==> src/rtl/ifu_prefetch_q_if.sv <==
// Fetch-unit bus bundle: instruction-memory request/response side and ID-side instruction handshake.
interface ifu_prefetch_q_if #(
  parameter int ADDR_W = 32,
  parameter int DATA_W = 32
);
  // Memory side: a request is accepted on any edge where mem_req_o && mem_gnt_i;
  // responses return in order on mem_rvalid_i and can never be back-pressured.
  // ID side: an instruction transfers on any edge where inst_valid_o && id_ready_i.
  logic              mem_req_o;
  logic [ADDR_W-1:0] mem_addr_o;
  logic              mem_gnt_i;
  logic              mem_rvalid_i;
  logic [DATA_W-1:0] mem_rdata_i;
  logic              inst_valid_o;
  logic [DATA_W-1:0] inst_o;
  logic [ADDR_W-1:0] inst_addr_o;
  logic              id_ready_i;

  modport master (
    output mem_req_o, mem_addr_o,
    input  mem_gnt_i, mem_rvalid_i, mem_rdata_i,
    output inst_valid_o, inst_o, inst_addr_o,
    input  id_ready_i
  );

  modport slave (
    input  mem_req_o, mem_addr_o,
    output mem_gnt_i, mem_rvalid_i, mem_rdata_i,
    input  inst_valid_o, inst_o, inst_addr_o,
    output id_ready_i
  );
endinterface

==> src/rtl/ifu_prefetch_q.sv <==
// Prefetching instruction fetch unit: owns the PC, pipelines memory requests, buffers responses in order.
// Optional macro ALIOTH_IFU_BYPASS_EN adds a zero-latency path from a live response to the ID outputs.
module ifu_prefetch_q #(
  parameter int                ADDR_W          = 32,
  parameter int                DATA_W          = 32,
  parameter int                DEPTH           = 4,
  parameter int                MAX_OUTSTANDING = 2,
  parameter logic [ADDR_W-1:0] RESET_PC        = 32'h0000_0000,
  parameter int                PC_STEP         = 4,
  parameter logic [DATA_W-1:0] NOP_INST        = 32'h0000_0013
) (
  input  logic                                 clk,
  input  logic                                 rst,
  input  logic                                 jump_flag_i,
  input  logic [ADDR_W-1:0]                    jump_addr_i,
  input  logic                                 hold_i,
  ifu_prefetch_q_if.master                     bus,
  output logic [$clog2(MAX_OUTSTANDING+1)-1:0] outstanding_o
);
  localparam int PTR_W  = $clog2(DEPTH);
  localparam int CNT_W  = $clog2(DEPTH + 1);
  localparam int OUT_W  = $clog2(MAX_OUTSTANDING + 1);
  localparam int AF_W   = (MAX_OUTSTANDING > 1) ? $clog2(MAX_OUTSTANDING) : 1;
  // Stale responses can pile up across back-to-back jumps, so give the drop counter headroom.
  localparam int DROP_W = OUT_W + 3;

  logic [ADDR_W-1:0] r_pc;
  logic [DATA_W-1:0] r_q_data [DEPTH];
  logic [ADDR_W-1:0] r_q_addr [DEPTH];
  logic [PTR_W-1:0]  r_rd_ptr;
  logic [PTR_W-1:0]  r_wr_ptr;
  logic [CNT_W-1:0]  r_count;
  logic [ADDR_W-1:0] r_af [MAX_OUTSTANDING];
  logic [AF_W-1:0]   r_af_rd;
  logic [AF_W-1:0]   r_af_wr;
  logic [OUT_W-1:0]  r_live;
  logic [DROP_W-1:0] r_drop;
  logic              r_req_pend;

  logic w_credit;
  logic w_grant;
  logic w_live_rsp;
  logic w_byp_valid;
  logic w_byp_take;
  logic w_push;
  logic w_pop;
  logic w_q_nonempty;

  function automatic logic [AF_W-1:0] af_inc(input logic [AF_W-1:0] p);
    return (32'(p) == MAX_OUTSTANDING - 1) ? '0 : p + AF_W'(1);
  endfunction

  // A queue slot is reserved at grant, so live responses always find space.
  assign w_credit   = ((32'(r_count) + 32'(r_live)) < DEPTH) && (32'(r_live) < MAX_OUTSTANDING);
  // Once raised, the request ignores hold_i until it is granted; only a jump withdraws it.
  assign bus.mem_req_o  = rst && !jump_flag_i && w_credit && (r_req_pend || !hold_i);
  assign bus.mem_addr_o = r_pc;
  assign w_grant        = bus.mem_req_o && bus.mem_gnt_i;
  assign w_live_rsp     = bus.mem_rvalid_i && (r_drop == '0);
  assign w_q_nonempty   = (r_count != '0);

`ifdef ALIOTH_IFU_BYPASS_EN
  assign w_byp_valid = !w_q_nonempty && w_live_rsp;
  assign w_byp_take  = w_byp_valid && bus.id_ready_i;
`else
  assign w_byp_valid = 1'b0;
  assign w_byp_take  = 1'b0;
`endif

  assign w_push = w_live_rsp && !w_byp_take;
  assign w_pop  = w_q_nonempty && bus.id_ready_i;

  always_comb begin
    bus.inst_valid_o = w_q_nonempty || w_byp_valid;
    bus.inst_o       = NOP_INST;
    bus.inst_addr_o  = '0;
    if (w_q_nonempty) begin
      bus.inst_o      = r_q_data[r_rd_ptr];
      bus.inst_addr_o = r_q_addr[r_rd_ptr];
    end else if (w_byp_valid) begin
      bus.inst_o      = bus.mem_rdata_i;
      bus.inst_addr_o = r_af[r_af_rd];
    end
  end

  assign outstanding_o = r_live;

  always_ff @(posedge clk or negedge rst) begin
    if (!rst) begin
      r_pc       <= RESET_PC;
      r_rd_ptr   <= '0;
      r_wr_ptr   <= '0;
      r_count    <= '0;
      r_af_rd    <= '0;
      r_af_wr    <= '0;
      r_live     <= '0;
      r_drop     <= '0;
      r_req_pend <= 1'b0;
      for (int i = 0; i < DEPTH; i++) begin
        r_q_data[i] <= '0;
        r_q_addr[i] <= '0;
      end
      for (int i = 0; i < MAX_OUTSTANDING; i++) begin
        r_af[i] <= '0;
      end
    end else if (jump_flag_i) begin
      // Every response still in flight becomes stale; one arriving now is consumed this edge.
      r_pc       <= jump_addr_i;
      r_rd_ptr   <= '0;
      r_wr_ptr   <= '0;
      r_count    <= '0;
      r_af_rd    <= '0;
      r_af_wr    <= '0;
      r_live     <= '0;
      r_drop     <= r_drop + DROP_W'(r_live) - DROP_W'(bus.mem_rvalid_i);
      r_req_pend <= 1'b0;
    end else begin
      if (w_grant) begin
        r_pc           <= r_pc + ADDR_W'(PC_STEP);
        r_af[r_af_wr]  <= r_pc;
        r_af_wr        <= af_inc(r_af_wr);
      end
      if (w_live_rsp) begin
        r_af_rd <= af_inc(r_af_rd);
      end
      if (bus.mem_rvalid_i && (r_drop != '0)) begin
        r_drop <= r_drop - DROP_W'(1);
      end
      if (w_push) begin
        r_q_data[r_wr_ptr] <= bus.mem_rdata_i;
        r_q_addr[r_wr_ptr] <= r_af[r_af_rd];
        r_wr_ptr           <= r_wr_ptr + PTR_W'(1);
      end
      if (w_pop) begin
        r_rd_ptr <= r_rd_ptr + PTR_W'(1);
      end
      r_count    <= r_count + CNT_W'(w_push) - CNT_W'(w_pop);
      r_live     <= r_live + OUT_W'(w_grant) - OUT_W'(w_live_rsp);
      r_req_pend <= bus.mem_req_o && !bus.mem_gnt_i;
    end
  end
endmodule

==> src/flat_wrapper.sv <==
// flat-port wrapper written by rule: the top's interface ports become plain ports
module ifu_prefetch_q_flat 
#(
  parameter int                ADDR_W          = 32,
  parameter int                DATA_W          = 32,
  parameter int                DEPTH           = 4,
  parameter int                MAX_OUTSTANDING = 2,
  parameter logic [ADDR_W-1:0] RESET_PC        = 32'h0000_0000,
  parameter int                PC_STEP         = 4,
  parameter logic [DATA_W-1:0] NOP_INST        = 32'h0000_0013
)
  (clk, rst, jump_flag_i, jump_addr_i, hold_i, outstanding_o, bus_mem_req_o, bus_mem_addr_o, bus_mem_gnt_i, bus_mem_rvalid_i, bus_mem_rdata_i, bus_inst_valid_o, bus_inst_o, bus_inst_addr_o, bus_id_ready_i);
  ifu_prefetch_q_if #(.ADDR_W(ADDR_W), .DATA_W(DATA_W)) bus_i ();
  input  logic clk;
  input  logic rst;
  input  logic jump_flag_i;
  input  logic [ADDR_W-1:0] jump_addr_i;
  input  logic hold_i;
  output logic [$clog2(MAX_OUTSTANDING+1)-1:0] outstanding_o;
  output wire logic [$bits(bus_i.mem_req_o)-1:0] bus_mem_req_o;
  output wire logic [$bits(bus_i.mem_addr_o)-1:0] bus_mem_addr_o;
  input wire logic [$bits(bus_i.mem_gnt_i)-1:0] bus_mem_gnt_i;
  input wire logic [$bits(bus_i.mem_rvalid_i)-1:0] bus_mem_rvalid_i;
  input wire logic [$bits(bus_i.mem_rdata_i)-1:0] bus_mem_rdata_i;
  output wire logic [$bits(bus_i.inst_valid_o)-1:0] bus_inst_valid_o;
  output wire logic [$bits(bus_i.inst_o)-1:0] bus_inst_o;
  output wire logic [$bits(bus_i.inst_addr_o)-1:0] bus_inst_addr_o;
  input wire logic [$bits(bus_i.id_ready_i)-1:0] bus_id_ready_i;
  assign bus_mem_req_o = bus_i.mem_req_o;
  assign bus_mem_addr_o = bus_i.mem_addr_o;
  assign bus_i.mem_gnt_i = bus_mem_gnt_i;
  assign bus_i.mem_rvalid_i = bus_mem_rvalid_i;
  assign bus_i.mem_rdata_i = bus_mem_rdata_i;
  assign bus_inst_valid_o = bus_i.inst_valid_o;
  assign bus_inst_o = bus_i.inst_o;
  assign bus_inst_addr_o = bus_i.inst_addr_o;
  assign bus_i.id_ready_i = bus_id_ready_i;
  ifu_prefetch_q #(.ADDR_W(ADDR_W), .DATA_W(DATA_W), .DEPTH(DEPTH), .MAX_OUTSTANDING(MAX_OUTSTANDING), .RESET_PC(RESET_PC), .PC_STEP(PC_STEP), .NOP_INST(NOP_INST)) u_core (.clk(clk), .rst(rst), .jump_flag_i(jump_flag_i), .jump_addr_i(jump_addr_i), .hold_i(hold_i), .bus(bus_i), .outstanding_o(outstanding_o));
endmodule
==> config.mk <==
export PLATFORM = sky130hd
export DESIGN_NAME = ifu_prefetch_q_flat
export DESIGN_NICKNAME = d
export VERILOG_FILES = /design/src/rtl/ifu_prefetch_q_if.sv /design/src/rtl/ifu_prefetch_q.sv /design/src/flat_wrapper.sv
export SDC_FILE = /design/constraint.sdc
export NUM_CORES = 1
export LEC_CHECK = 0
export ABC_AREA = 1
export BUFFER_PORTS_ARGS = -buffer_cell sky130_fd_sc_hd__buf_2
export CORE_ASPECT_RATIO = 1.4
export CORE_MARGIN = 10
export CORE_UTILIZATION = 55
export CTS_BUF_LIST = sky130_fd_sc_hd__clkbuf_8
export CTS_CLUSTER_DIAMETER = 50
export CTS_CLUSTER_SIZE = 10
export DETAILED_ROUTE_END_ITERATION = 7
export HOLD_SLACK_MARGIN = 0.03
export PLACE_DENSITY = 0.87
export SYNTH_ARGS = -nofsm -noshare
export SYNTH_HDL_FRONTEND = slang
export SYNTH_SLANG_ARGS = --single-unit
export TNS_END_PERCENT = 1
==> constraint.sdc <==
create_clock -name clk -period 6.1 [get_ports clk]
set_clock_uncertainty 0.1 [all_clocks]
set_input_delay 0.61 -clock clk [delete_from_list [all_inputs] [get_ports clk]]
set_output_delay 0.61 -clock clk [all_outputs]
set_load 0.02 [all_outputs]
==> load_flow_metrics.sql <==
INSERT INTO impl_metrics (metric_group, metric, value, unit) VALUES
('synthesis', 'synth-seq-area-share', '0.509', ''),
('die', 'die_area', '40700', 'sq um'),
('status', 'run_status', 'finished clean', ''),
('placement', 'io_buffers', '170', ''),
('sta', 'finalSetupViolations', '0', ''),
('sta', 'final_hold_viol_count', '0', ''),
('die', 'i_o_pin_count', '171', ''),
('sta', 'fmax', '233', 'MHz'),
('detailed_routing', 'avgRoutedWirePerCell', '17.1', 'um'),
('worst_setup_path', 'worstReg2RegStart', 'u_core.r_drop[2]', ''),
('clock_network', 'cts_post_setup_buffers_inserted', '0', ''),
('placement', 'placed_cell_area', '19000', 'sq um'),
('detailed_routing', 'via_count', '16000', ''),
('synthesis', 'synth_ff_type', 'dfrtp_1', ''),
('synthesis', 'yosysMostFrequentCell', 'nand2_1', ''),
('worst_setup_path', 'cpMaxStageDelayCell', 'dfrtp_4', ''),
('clock_network', 'clock_sinks', '369', ''),
('clock_network', 'clock_tree.root_cell', 'clkbuf_8', ''),
('final_layout', 'area_delta_synth_final', '8.39', '%'),
('worst_setup_path', 'worst-r2r-setup-slack', '2.62', 'ns'),
('worst_setup_path', 'path_common_cell', 'a21oi_1', ''),
('placement', 'hpwl', '31600', 'um'),
('detailed_routing', 'vias_per_cell', '5.64', ''),
('synthesis', 'synth_top_area_share', '0.509', ''),
('worst_setup_path', 'timing.rr.end', 'u_core.r_q_data[63]', ''),
('final_layout', 'design.final.nets', '2489', ''),
('worst_setup_path', 'timing.critical_path.max_delay_family', 'buffers and inverters', ''),
('detailed_routing', 'initial_detailed_routing_violation_count', '1784', ''),
('hold_path', 'min-delay-path-class', 'input port to flop', ''),
('die', 'initial_core_util', '0.558', ''),
('global_route', 'grt_max_degree', '135', ''),
('global_route', 'first_global_vias', '16000', ''),
('worst_setup_path', 'critical_path.max_fanout', '90', ''),
('worst_setup_path', 'worst-setup-path-type', 'flop to output pin', ''),
('sta', 'setup_repair_after_global_routing_missed_its_margin', 'false', ''),
('die', 'die_w', '173', 'um'),
('global_route', 'gr-total-overflow', '0', ''),
('final_layout', 'final_design_area_no_fill', '19600', 'sq um'),
('clock_network', 'cts_resized', '0', ''),
('worst_setup_path', 'worstPathArrival', '3.58', 'ns'),
('synthesis', 'synth_edf_count', '0', ''),
('clock_network', 'hold_buffers', '1', ''),
('synthesis', 'async_flop_share', '1.00', ''),
('detailed_routing', 'route.final.wire_length', '48500', 'um'),
('hold_path', 'worst_hold_path.endpoint', 'u_core.r_req_pend', ''),
('sta', 'finalCritPeriodShare', '0.703', ''),
('synthesis', 'synthesis.nets', '2404', ''),
('worst_setup_path', 'critical-path-max-stage-delay', '0.75', 'ns'),
('power', 'p_leak', '9.78', 'nW'),
('power', 'vdd_drop_max', '0.273', 'mV'),
('worst_setup_path', 'critical_path_rt', '5.39', 'ns'),
('global_route', 'antenna_found_initial', '0', ''),
('synthesis', 'post_synth_inst_count', '2311', ''),
('global_route', 'groute.usage.overall', '0.233', ''),
('clock_network', 'cts.clk_slew.worst_paths', '0.08', 'ns'),
('synthesis', 'synth_area', '18100', 'sq um'),
('hold_path', 'hold_path.startpoint', 'bus_mem_gnt_i', ''),
('die', 'core_area', '32500', 'sq um'),
('detailed_routing', 'detail_route.first_pass.iterations', '6', ''),
('global_route', 'wire_length_of_the_first_global_routing_pass', '80000', 'um'),
('placement', 'gpl.final_weighted_congestion', '0.946', ''),
('synthesis', 'post_synth_num_cell_types', '32', ''),
('worst_setup_path', 'critical_path.n_buffers_inverters', '3', ''),
('die', 'rows', '78', ''),
('power', 'total_power', '7.63', 'mW'),
('sta', 'tightest_slew', '1.34', 'ns'),
('sta', 'total_negative_slack_for_setup_checks', '0', 'ns'),
('synthesis', 'ys_top_cells_by_count', 'nand2_1 (680), o21ai_0 (377), dfrtp_1 (369)', ''),
('clock_network', 'cts_max_level', '2', ''),
('sta', 'worst_slew_margin_rel', '0.102', ''),
('hold_path', 'worstHoldPathCells', '2', '');
==> worst reg2reg max path, cell delays in order, from the launching register on <==
cell and delay, ns:
dfrtp_1 0.42, inv_1 0.15, ha_1 0.23, nand3_4 0.12, nor2_8 0.20, nand2_8 0.38, nor2_8 1.11, buf_4 0.49
nand2_1 0.09, o21ai_1 0.09
==> worst max path at each step <==
stage,startpoint,to,slack (ns),depth (start not counted)
2_1_floorplan,u_core.r_rd_ptr[0],bus_inst_o[0],3.83,6
3_3_place_gp,jump_flag_i,u_core.r_q_data[54],2.21,7
3_5_place_dp,jump_flag_i,u_core.r_q_data[52],2.14,7
4_1_cts,u_core.r_rd_ptr[0],bus_inst_addr_o[16],1.94,6
5_1_grt,u_core.r_rd_ptr[0],bus_inst_addr_o[16],1.64,6
6_report,u_core.r_rd_ptr[0],bus_inst_addr_o[16],1.81,6
==> cell type report <==
type,instances,area [sq um]
Clock buffer,47,647
Clock inverter,6,33.8
Fill cell,2848,12900
Inverter,229,861
Multi-Input combinational cell,1564,7310
Sequential cell,369,9240
Tap cell,440,551
Timing Repair Buffer,188,998
==> cell families (layout without fill, tap and decap cells) <==
kind of cell    after synthesis  count (layout)  synth area share
fa+ha+maj                    22              22            0.0160
compound gates              711             711             0.201
buf+inv                     378             470            0.0875
simple gates                814             814             0.178
xor+xnor                     17              17           0.00822
flops                       369             369             0.509
==> where the power goes <==
part	total [mW]	internal, mW	switching (mW)
Combinational	2.79	0.812	1.98
Sequential	3.30	2.99	0.310
Clock	1.54	0.692	0.849
==> routing by layer <==
metal,global-route usage,vias to the layer above,part of all wire
li1,-,7577,-
met1,0.283,7685,0.39
met2,0.397,660,0.50
met3,0.0454,105,0.074
met4,0.0972,0,0.037
met5,0,-,0
==> placed cells by master, fill, tap and decap left out, types with 3 or more instances in the layout <==
master / n
o21ai_1: 103
nand2_1: 680
nor2_4: 5
nand3_1: 45
o21ai_0: 377
ha_1: 20
buf_4: 17
xnor2_1: 3
a21oi_1: 199
nor2_1: 72
buf_2: 169
inv_1: 224
o211ai_1: 7
dfrtp_1: 367
xor2_1: 14
clkbuf_8: 47
o21a_1: 24
inv_2: 6
==> registers in the layout, summed over array words and instances, names as in the netlist <==
name                   flops
u_core.r_req_pend          1
u_core.r_q_addr          128
u_core.r_rd_ptr            2
u_core.r_count             3
u_core.r_af_rd             1
u_core.r_wr_ptr            2
u_core.bus.mem_addr_o     32
u_core.r_af               64
u_core.r_af_wr             1
u_core.r_q_data          128
u_core.outstanding_o       2
u_core.r_drop              5
==> per-stage QoR <==
step	hold WS (ns)	setup slack, ns	std cells	utilization
2_1_floorplan	0.214	3.83	2311	-
3_3_place_gp	0.371	2.21	2789	0.583
3_5_place_dp	0.381	2.14	2789	0.583
4_1_cts	0.0703	1.94	2843	0.604
5_1_grt	0.0965	1.64	2843	0.604
6_report	0.0945	1.81	2843	0.604
(Power assumes the default switching activity.)
